File: src/rtl/sc_pkg.sv
// Shared types and helpers for the stochastic-to-binary stream counter.
package sc_pkg;

  typedef enum logic [1:0] {
    ST_IDLE  = 2'd0,
    ST_ACCUM = 2'd1,
    ST_WAIT  = 2'd2
  } sc_state_e;

  // One extra bit so a window of all 1s (exactly 2^LOG_WINDOW) is representable.
  function automatic int sc_cw(input int log_window);
    return log_window + 1;
  endfunction

endpackage

File: src/rtl/sc_bit_counter.sv
// One per-stream ones accumulator; sum is the value after this cycle's sample.
module sc_bit_counter #(
  parameter int CW = 9
) (
  input  logic          clk,
  input  logic          rst,
  input  logic          clr,
  input  logic          en,
  input  logic          din,
  output logic [CW-1:0] cnt,
  output logic [CW-1:0] sum
);

  // Exposed so the final sample of a window can go straight to the output register.
  assign sum = cnt + CW'(en & din);

  always_ff @(posedge clk or posedge rst) begin
    if (rst)     cnt <= '0;
    else if (clr) cnt <= '0;
    else if (en)  cnt <= sum;
  end

endmodule

File: src/rtl/sc_stream_counter.sv
// Counts ones on NUM_STREAMS bitstreams per 2^LOG_WINDOW-sample window and
// presents the counts through a one-deep valid/ready output register.
module sc_stream_counter
  import sc_pkg::*;
#(
  parameter int NUM_STREAMS = 16,
  parameter int LOG_WINDOW  = 8
) (
  input  logic                                  clk,
  input  logic                                  rst,
  input  logic                                  start,
  input  logic                                  continuous,
  input  logic [NUM_STREAMS-1:0]                inputStreams,
  input  logic                                  inValid,
  output logic [NUM_STREAMS*(LOG_WINDOW+1)-1:0] counts,
  output logic                                  countsValid,
  input  logic                                  countsReady,
  output logic                                  busy,
  output logic                                  overrun
);

  localparam int CW = sc_cw(LOG_WINDOW);

  sc_state_e                        state;
  logic [LOG_WINDOW-1:0]            scnt;
  logic [NUM_STREAMS-1:0][CW-1:0]   acc_cnt, acc_sum, cnt_q;

  logic take, last, accept, free, load_acc, load_wait, acc_clr;

  assign take      = (state == ST_ACCUM) && inValid;
  assign last      = take && (scnt == '1);
  assign accept    = countsValid && countsReady;
  assign free      = !countsValid || countsReady;
  assign load_acc  = last && free;
  assign load_wait = (state == ST_WAIT) && accept;
  assign acc_clr   = (state == ST_IDLE) || load_acc || load_wait;

  assign busy   = (state != ST_IDLE);
  assign counts = cnt_q;

  for (genvar k = 0; k < NUM_STREAMS; k++) begin : g_lane
    sc_bit_counter #(.CW(CW)) u_cnt (
      .clk (clk),
      .rst (rst),
      .clr (acc_clr),
      .en  (take),
      .din (inputStreams[k]),
      .cnt (acc_cnt[k]),
      .sum (acc_sum[k])
    );
  end

  always_ff @(posedge clk or posedge rst) begin
    if (rst) begin
      state       <= ST_IDLE;
      scnt        <= '0;
      cnt_q       <= '0;
      countsValid <= 1'b0;
      overrun     <= 1'b0;
    end else begin
      case (state)
        ST_IDLE: if (start) begin
          state   <= ST_ACCUM;
          overrun <= 1'b0;
        end
        // A blocked completion parks the final counts in the accumulators.
        ST_ACCUM: if (last)
          state <= free ? (continuous ? ST_ACCUM : ST_IDLE) : ST_WAIT;
        ST_WAIT: begin
          if (inValid) overrun <= 1'b1;
          if (accept)  state   <= continuous ? ST_ACCUM : ST_IDLE;
        end
        default: state <= ST_IDLE;
      endcase

      // Sample counter wraps to 0 on its own when a window parks in WAIT.
      if (acc_clr)   scnt <= '0;
      else if (take) scnt <= scnt + 1'b1;

      if (load_acc) begin
        cnt_q       <= acc_sum;
        countsValid <= 1'b1;
      end else if (load_wait) begin
        cnt_q       <= acc_cnt;
        countsValid <= 1'b1;
      end else if (accept) begin
        countsValid <= 1'b0;
      end
    end
  end

endmodule

File: config.mk
export PLATFORM = sky130hd
export DESIGN_NAME = sc_stream_counter
export DESIGN_NICKNAME = d
export VERILOG_FILES = /design/src/rtl/sc_pkg.sv /design/src/rtl/sc_bit_counter.sv /design/src/rtl/sc_stream_counter.sv
export SDC_FILE = /design/constraint.sdc
export NUM_CORES = 1
export LEC_CHECK = 0
export BUFFER_PORTS_ARGS = -buffer_cell sky130_fd_sc_hd__buf_2
export CAP_MARGIN = 15
export CORE_ASPECT_RATIO = 0.7
export CORE_UTILIZATION = 40
export DETAILED_ROUTE_END_ITERATION = 7
export GPL_TIMING_DRIVEN = 0
export PLACE_DENSITY = 0.67
export SYNTH_ARGS = -nofsm -noshare
export SYNTH_HDL_FRONTEND = slang
export SYNTH_SLANG_ARGS = --single-unit
File: constraint.sdc
create_clock -name clk -period 13.35 [get_ports clk]
set_input_delay 2.67 -clock clk [delete_from_list [all_inputs] [get_ports clk]]
set_output_delay 2.67 -clock clk [all_outputs]
set_load 0.1 [all_outputs]
==> metrics.yaml, run 1 <==
synthesis:
  yosysWarnings: 0
  ys_seq_area_share_pct: 46.3
  synth_area_leaders: "dfrtp_1 46%, o211ai_1 9.7%, xnor2_1 5.4%, nand2_1 5.1%, nor2_1 4.4%"
  synth_nets: 1884
  synth.distinct_cells: 40
  avgSynthCellArea_um2: 8.87
  syn-cell-area_mm2: 0.0162
  synthCells: 1829
  synth_seq_cells: 300
  synth_top_area_cell: "dfrtp_1"
  synth_top_area_share_pct: 46.3
detailed_routing:
  ant_nets: 0
  drc: 0
  drt-total-wl_um: 50100
  first_pass_iters: 5
  via_count: 14400
  drt_iter0_drc: 1444
  via_per_inst: 5.57
  wire_per_inst_um: 19.3
die:
  fp.dieArea_mm2: 0.0414
  initial_utilization_pct: 40.7
  num_rows: 61
  die_height_um: 170
  die_w_um: 243
  io_pins: 169
  core_region_area_mm2: 0.0398
critical_path:
  critPathLaunch: "inValid"
  arrival_ns: 5.58
  cp_data_required_time_ns: 13.80
  critPathCaptureType: "flop"
  crit_type: "input port to flop"
  rr_startpoint: "state[1]"
  critPathMaxFanout: 10
  start_kind: "input port"
power_and_ir_drop:
  power.density_mw_per_mm2: 96.8
  power_frac_seq_pct: 49.9
  clkPwrFrac_pct: 48.7
  ir_drop_mv: 0.0945
  combinationalPowerShare_pct: 1.3
  switching_share_pct: 22.1
  power_leakage_nw: 8.29
  p_switching_uw: 402
  intPower_mw: 1.42
  total_power_mw: 1.82
timing:
  setup_violations: 0
  rsz0062_at_grt: "false"
  min_period_ns: 5.13
  clock.fmax_mhz: 195
  worst_slack_ns: 8.22
  hold_viol: 0
  slew_violations: 0
  worst_slew_pin_slew_ns: 1.00
  min_period_over_period_pct: 38.4
  finalHoldWorstSlack_ns: 0.512
  slew_headroom_pct: 33.0
  fin_skew_ns: 0.0237
global_routing:
  antenna_found_initial: 0
  grt_overflow: 0
  met1_usage_pct: 35.6
  met3_usage_pct: 4.02
  track_usage_pct: 24.1
  use_met2_pct: 36.0
  grt_pass1_vias: 13500
  gr-max-usage-layer: "met2"
  grt_pass1_wl_um: 77900
  grt_max_degree: 122
clock_network:
  clk_pin_slew_ns: 0.06
  cts_setup_buffers: 0
  cts_inserted_buffers: 31
  htree_levels: 1
  cts_tree: "done"
  cts.repair.resized: 0
  clk_path_buf_depth: 3
  clkLatencyLatePin_ns: 0.59
  hold_buffers: 0
  cts_root_buffer: "clkbuf_16"
  cts.sinks: 300
place:
  placed_cells: 2534
  dpl.hpwl_um: 34900
  post-place-ws_ns: 7.76
  io_buffers: 168
  place.gp.congestion: 0.899
worst_hold_path:
  hold_path.class: "flop to flop"
  hold_start: "counts[118]"
status:
  status: "finished clean"
layout:
  syn_to_final_growth_pct: 15.9
  final_cells: 2591
  drive_gt1_share_pct: 12.8
  nets: 2087
run:
  max-cap-violations: 0
[sequential cells by signal, summed over array words and instances, names as in the netlist]
name / flops
countsValid: 1
g_lane.u_cnt.cnt: 144
scnt: 8
state: 2
counts: 144
overrun: 1
[layout make-up]
cell class	instances	area (µm²)
fillers	3861	21000
multi-input cells	1271	7680
flip-flops and latches	300	7510
repair buffers	170	896
clock buffers	42	857
well taps	535	669
plain buffers	145	607
inverters	113	432
clock inverters	14	150
diodes	1	2.50
[path summary, 6_finish.rpt]
| kind | slack, ns | cells past startpoint | end |
|---|---|---|---|
| setup / recovery | 8.22 | 11 | counts[15] |
| hold / removal | 0.51 | 1 | counts[118] |
| setup reg to reg | 9.90 | 10 | counts[15] |
| hold reg to reg | 0.51 | 1 | counts[118] |
| max in group asynchronous | 10.16 | 3 | scnt[2] |
| min in group asynchronous | 2.14 | 2 | counts[120] |
[synth_stat cells (all sizes together)]
master	count
dfrtp	300
or2	1
and4	4
nand4b	1
o21a	54
and3	6
a31oi	6
o221a	1
o221ai	4
nor3b	4
nor2	193
nand4	28
nand3	60
xnor2	100
nand2	222
buf	43
o31ai	4
a21oi	42
o211ai	210
a221o	38
and3b	1
and2	81
o21ai	1
o211a	1
nor4	1
nor3	118
xor2	19
clkbuf	102
nor2b	33
nand3b	1
ha	33
a31o	1
inv	113
or4	1
nand2b	2
[metrics by stage]
stage / setup TNS, ns / util (%) / instance area (µm²)
after global placement: -408.38 / 44.5 / 17700
final: 0 / 47.2 / 18800
after CTS: 0 / 47.2 / 18800
after detailed placement: 0 / 44.6 / 17800
after floorplan: 0 / - / 16200
after global routing: 0 / 47.2 / 18800
[cell families (layout without fill, tap and decap cells)]
family,Yosys count,after routing,share of synthesized area [%]
AO/OA/AOI/OAI,362,362,16.8
XOR/XNOR,119,119,6.43
adder cells (fa/ha/maj),33,33,2.55
buffers and inverters,258,484,6.36
flip-flops,300,300,46.3
other,0,1,0
AND/OR/NAND/NOR,757,757,21.6
[placed cells by master, fill, tap and decap left out, types with 3 or more instances in the layout]
| master | count |
|---|---|
| dfrtp_1 | 300 |
| nand2_1 | 222 |
| o211ai_1 | 209 |
| buf_2 | 197 |
| nor2_1 | 192 |
| nor3_1 | 118 |
| inv_1 | 112 |
| clkbuf_1 | 109 |
| xnor2_1 | 100 |
| and2_1 | 81 |
| nand3_1 | 60 |
| o21a_1 | 54 |
| a21oi_1 | 41 |
| a221o_1 | 38 |
| nor2b_1 | 33 |
| ha_1 | 33 |
| clkbuf_16 | 31 |
| nand4_1 | 28 |
| xor2_1 | 19 |
| clkinv_2 | 9 |
| buf_4 | 7 |
| buf_1 | 7 |
| and3_1 | 6 |
| a31oi_1 | 6 |
| and4_1 | 4 |
| nor3b_1 | 4 |
| o221ai_1 | 4 |
| o31ai_1 | 4 |
| clkbuf_8 | 4 |
| bufinv_16 | 3 |
[critical path: stages]
cell and delay [ns]:
buf_2 0.12, and3b_1 0.22, buf_2 0.26, clkbuf_1 0.69
and2_1 0.23, ha_1 0.23, ha_1 0.24, nand3_1 0.29
o21a_1 0.28, o211ai_1 0.19, o211ai_1 0.13
[power by group through the flow]
stage / logic [mW] / registers [mW] / clock network (mW)
floorplan: 0.0133 / 0.926 / 0
global placement: 0.0237 / 0.927 / 0
detailed placement: 0.0261 / 0.926 / 0
CTS: 0.0262 / 0.909 / 0.892
global route: 0.0287 / 0.908 / 0.928
finish: 0.0244 / 0.909 / 0.887
[layer usage]
layer	part of all wire, %	routed length (µm)	vias up
li1	-	-	6718
met1	47	23300	7072
met2	43	21400	538
met3	7.6	3810	99
met4	3.2	1610	0
met5	0	0	-
(Power assumes the default switching activity.)
==> run 2, diff against run 1 <==
Settings changed: PLACE_DENSITY 0.67 to 0.69.
Clock period 13.35 ns to 4.2 ns, I/O delays scaled along.
==> run 2 against run 1 <==
Effect of this change:
- final cell count hardly changed
- power grew to 3.1 times the previous value
- design area is 0.12% higher
- via count is 0.33% higher
- worst setup slack worse by 7.6 ns
- sequential share of layout area hardly changed
- count of clock-buffer cells in the layout is 5 higher
- clock skew is 0.0073 ns lower
- global-route usage is 0.30 points higher
- critical path depth is 1 lower
- critical endpoint is now counts[13]
- largest power group unchanged
==> metrics.yaml, run 2 (synthesis gave the netlist of run 1 again) <==
status:
  status: "finished clean"
layout:
  nFillCells: 3833
  fin_area_mm2: 0.0188
  post-route-util_pct: 47.2
  final_cell_mix: "300 x dfrtp_1, 222 x nand2_1, 209 x o211ai_1"
  layout_commonest_cell: "dfrtp_1"
  final_cells: 2592
  multiInputGateArea_mm2: 0.00768
  nets: 2092
  drive_gt1_share_pct: 12.8
  seq_area_mm2: 0.00751
  syn_to_final_growth_pct: 16.1
  diodes: 0
place:
  place.gp.congestion: 0.904
  placed_cells: 2540
  io_buffers: 168
  post-place-ws_ns: 0.311
  dpl.hpwl_um: 35700
  placed_cell_area_mm2: 0.0179
die:
  initial_utilization_pct: 40.7
  core_region_area_mm2: 0.0398
  die_height_um: 170
  io_pins: 169
  fp.dieArea_mm2: 0.0414
  die_w_um: 243
  num_rows: 61
timing:
  setup_violations: 0
  worst_slew_pin_slew_ns: 1.06
  slew_violations: 0
  min_period_over_period_pct: 85.0
  rsz0062_at_grt: "false"
  slew_headroom_pct: 29.2
  worst_slack_ns: 0.629
  fin_skew_ns: 0.0164
  finalHoldWorstSlack_ns: 0.424
  min_period_ns: 3.57
  tns_ns: 0
  clock.fmax_mhz: 280
  hold_viol: 0
clock_network:
  htree_levels: 1
  cts_setup_buffers: 0
  cts_tree: "done"
  hold_buffers: 0
  clk_pin_slew_ns: 0.07
  cts_root_buffer: "clkbuf_16"
  cts.repair.resized: 0
  cts.sinks: 300
  cts_inserted_buffers: 30
  clk_path_buf_depth: 3
  clkLatencyLatePin_ns: 0.59
global_routing:
  met1_usage_pct: 35.9
  grt_pass1_vias: 13400
  grt_pass1_wl_um: 78900
  antenna_found_initial: 0
  use_met2_pct: 36.7
  track_usage_pct: 24.4
  grt_overflow: 0
  met3_usage_pct: 4.12
  grt_max_degree: 43
  gr-max-usage-layer: "met2"
detailed_routing:
  ant_nets: 0
  drc: 0
  wire_per_inst_um: 19.6
  via_count: 14500
  drt-total-wl_um: 50800
  via_per_inst: 5.58
  drt_iter0_drc: 1518
  first_pass_iters: 5
critical_path:
  crit_type: "flop to flop"
  arrival_ns: 4.00
  start_kind: "flop"
  critPathMaxFanout: 10
  cp_data_required_time_ns: 4.63
  critPathCaptureType: "flop"
power_and_ir_drop:
  power.density_mw_per_mm2: 299
  ir_drop_mv: 0.316
  total_power_mw: 5.63
  power_leakage_nw: 8.30
run:
  max-cap-violations: 0
worst_hold_path:
  hold_path.class: "input port to asynchronous set/reset pin"
[run 2: cell count changes in the layout (fill, tap and decap cells not counted), sizes merged]
cell / change
buf: +6
bufinv: -3
clkbuf: +5
clkinv: -4
clkinvlp: -1
diode: -1
inv: -1
[run 2: report_power, final]
part	total (mW)	internal, mW	switching (mW)
Clock	2.65	1.46	1.18
Combinational	0.0900	0.0227	0.0673
Sequential	2.89	2.89	0.0000000000000000363
Total	5.63	4.38	1.25
[run 2: per-layer routing]
layer / share of wire [%] / wire length (µm) / vias up
met5: 0 / 0 / -
met4: 3.0 / 1530 / 0
met3: 8.1 / 4110 / 95
met2: 43 / 21900 / 580
met1: 46 / 23300 / 7089
li1: - / - / 6711
[run 2: cell type report]
type	instances	area share, %
well taps	535	3.56
flip-flops and latches	300	39.9
repair buffers	176	5.32
plain buffers	145	3.22
clock inverters	5	0.133
clock buffers	47	4.81
multi-input cells	1271	40.8
inverters	113	2.27
[run 2: worst paths after layout]
path | endpoint | slack (ns) | start | depth (start not counted)
max | counts[13] | 0.63 | state[1] | 10
min reg2reg | counts[27] | 0.52 | counts[27] | 1
min | counts[120] | 0.42 | rst | 2
max reg2reg | counts[13] | 0.63 | state[1] | 10
max in group asynchronous | counts[20] | 2.80 | rst | 4
min in group clk | counts[27] | 0.52 | counts[27] | 1
[run 2: critical path: stages (launching register included)]
cell      delay, ns
dfrtp_1        0.45
and3b_1        0.30
buf_2          0.26
clkbuf_1       0.69
and2_1         0.24
ha_1           0.25
ha_1           0.27
nand3_1        0.29
and2_1         0.28
o211ai_1       0.21
o211ai_1       0.16
==> run 3, diff against run 2 <==
Settings changed: REMOVE_ABC_BUFFERS set to 1.
==> run 3 against run 2 <==
Effect of this change:
- maximum frequency increased by 9.6%
- first-iteration DRC count decreased by 40%
- sequential share of layout area decreased by 0.20 points
- power increased by 3.7%
- worst setup slack improved by 0.31 ns
- register-to-register slack improved by 0.31 ns
- largest power group unchanged
- highest routed layer is now met5
==> metrics.yaml, run 3 (synthesis gave the netlist of run 1 again) <==
clock_network:
  cts.sinks: 300
  cts_inserted_buffers: 31
  clk_path_buf_depth: 3
  cts.repair.resized: 0
  cts_root_buffer: "clkbuf_16"
  clkLatencyLatePin_ns: 0.58
  clk_pin_slew_ns: 0.07
  hold_buffers: 0
  htree_levels: 1
  cts_tree: "done"
layout:
  nets: 1974
  diodes: 0
  post-route-util_pct: 47.5
  drive_gt1_share_pct: 13.6
  final_cell_mix: "300 x dfrtp_1, 222 x nand2_1, 209 x o211ai_1"
  layout_commonest_cell: "dfrtp_1"
  nFillCells: 3776
  syn_to_final_growth_pct: 16.6
detailed_routing:
  drc: 0
  via_count: 13400
  drt-total-wl_um: 42100
  wire_per_inst_um: 17.0
  ant_nets: 0
  drt_iter0_drc: 905
  first_pass_iters: 5
  via_per_inst: 5.41
critical_path:
  rr_startpoint: "state[1]"
  rr_worst_depth: 8
  critPathCaptureType: "flop"
  critPathMaxFanout: 39
  timing.rr.end: "g_lane[15].u_cnt.cnt[5]"
  reg2reg_slack_ns: 0.94
  critPathLaunch: "state[1]"
  endpoint: "g_lane[15].u_cnt.cnt[5]"
  crit_type: "flop to flop"
  arrival_ns: 3.70
  cp_data_required_time_ns: 4.65
  start_kind: "flop"
timing:
  clock.fmax_mhz: 307
  rsz0062_at_grt: "false"
  min_period_over_period_pct: 77.5
  min_period_ns: 3.26
  slew_headroom_pct: 31.9
  hold_viol: 0
  fin_skew_ns: 0.0244
  slew_violations: 0
  setup_violations: 0
  worst_slew_pin_slew_ns: 1.02
die:
  core_region_area_mm2: 0.0398
  die_height_um: 170
  fp.dieArea_mm2: 0.0414
  io_pins: 169
  die_w_um: 243
  num_rows: 61
  initial_utilization_pct: 40.7
run:
  max-cap-violations: 0
worst_hold_path:
  hold_path.class: "input port to asynchronous set/reset pin"
power_and_ir_drop:
  ir_drop_mv: 0.281
  power.density_mw_per_mm2: 309
  power_leakage_nw: 8.26
  total_power_mw: 5.84
place:
  place.gp.congestion: 0.778
  dpl.hpwl_um: 27000
  io_buffers: 168
global_routing:
  grt_pass1_vias: 12900
  grt_pass1_wl_um: 68700
  grt_max_degree: 120
  track_usage_pct: 20.2
  grt_overflow: 0
  antenna_found_initial: 1
status:
  status: "finished clean"
-- run 3: worst min path at each step --
stage               cells after the start                      to  slack [ns]              startpoint
floorplan                               2  g_lane[0].u_cnt.cnt[0]        0.52  g_lane[0].u_cnt.cnt[0]
global placement                        1               counts[0]        0.49               counts[0]
detailed placement                      1              counts[37]        0.49              counts[37]
CTS                                     2              counts[76]        0.32                     rst
global route                            2             counts[117]        0.35                     rst
finish                                  2              counts[76]        0.33                     rst
-- run 3: timing repair --
item,in CTS,in global routing
pin swaps,1,2
cloned,1,0
buffers inserted,0,3
endpoints found under the setup margin,4,79
-- run 3: stage by stage --
step / cell area (µm²) / cells / worst slack (ns) / hold slack (ns) / TNS (ns)
global placement: 17100 / 2387 / -12.38 / 0.492 / -5334.15
floorplan: 15600 / 1684 / -4.93 / 0.517 / -2281.76
global route: 18900 / 2478 / 0.812 / 0.349 / 0
finish: 18900 / 2478 / 0.943 / 0.332 / 0
detailed placement: 17800 / 2416 / -0.371 / 0.495 / -23.30
CTS: 18900 / 2474 / 0.0707 / 0.323 / 0
-- run 3: where the power goes --
group	switching, mW	internal, mW	leakage [nW]
sequential	0.0000000000000000342	2.89	3.63
combinational	0.0615	0.0128	4.11
clock	1.20	1.68	0.521
-- run 3: area by class of cell --
class	instances	area [µm²]	share of cell area, %
clock buffer	53	1010	5.33
clock inverter	4	51.3	0.271
inverter	113	432	2.28
multi-input combinational	1272	7740	40.9
sequential	300	7510	39.7
tap	535	669	3.54
timing repair buffer	201	1500	7.95
-- run 3: per-layer routing --
metal  up-vias  track usage (%)  wire, µm
met1      6565             28.7     20100
met2       304             31.8     18800
met3        59             3.58      2170
met4         2             5.33       959
li1       6485                -         -
met5         -                0        17
-- run 3: critical path, stage by stage, from the launching register on --
cell      delay, ns
dfrtp_1        0.45
and3b_4        0.74
buf_12         0.30
nand4_1        0.13
buf_4          0.20
o211ai_4       0.69
buf_12         0.28
buf_12         0.22
nor2_1         0.08
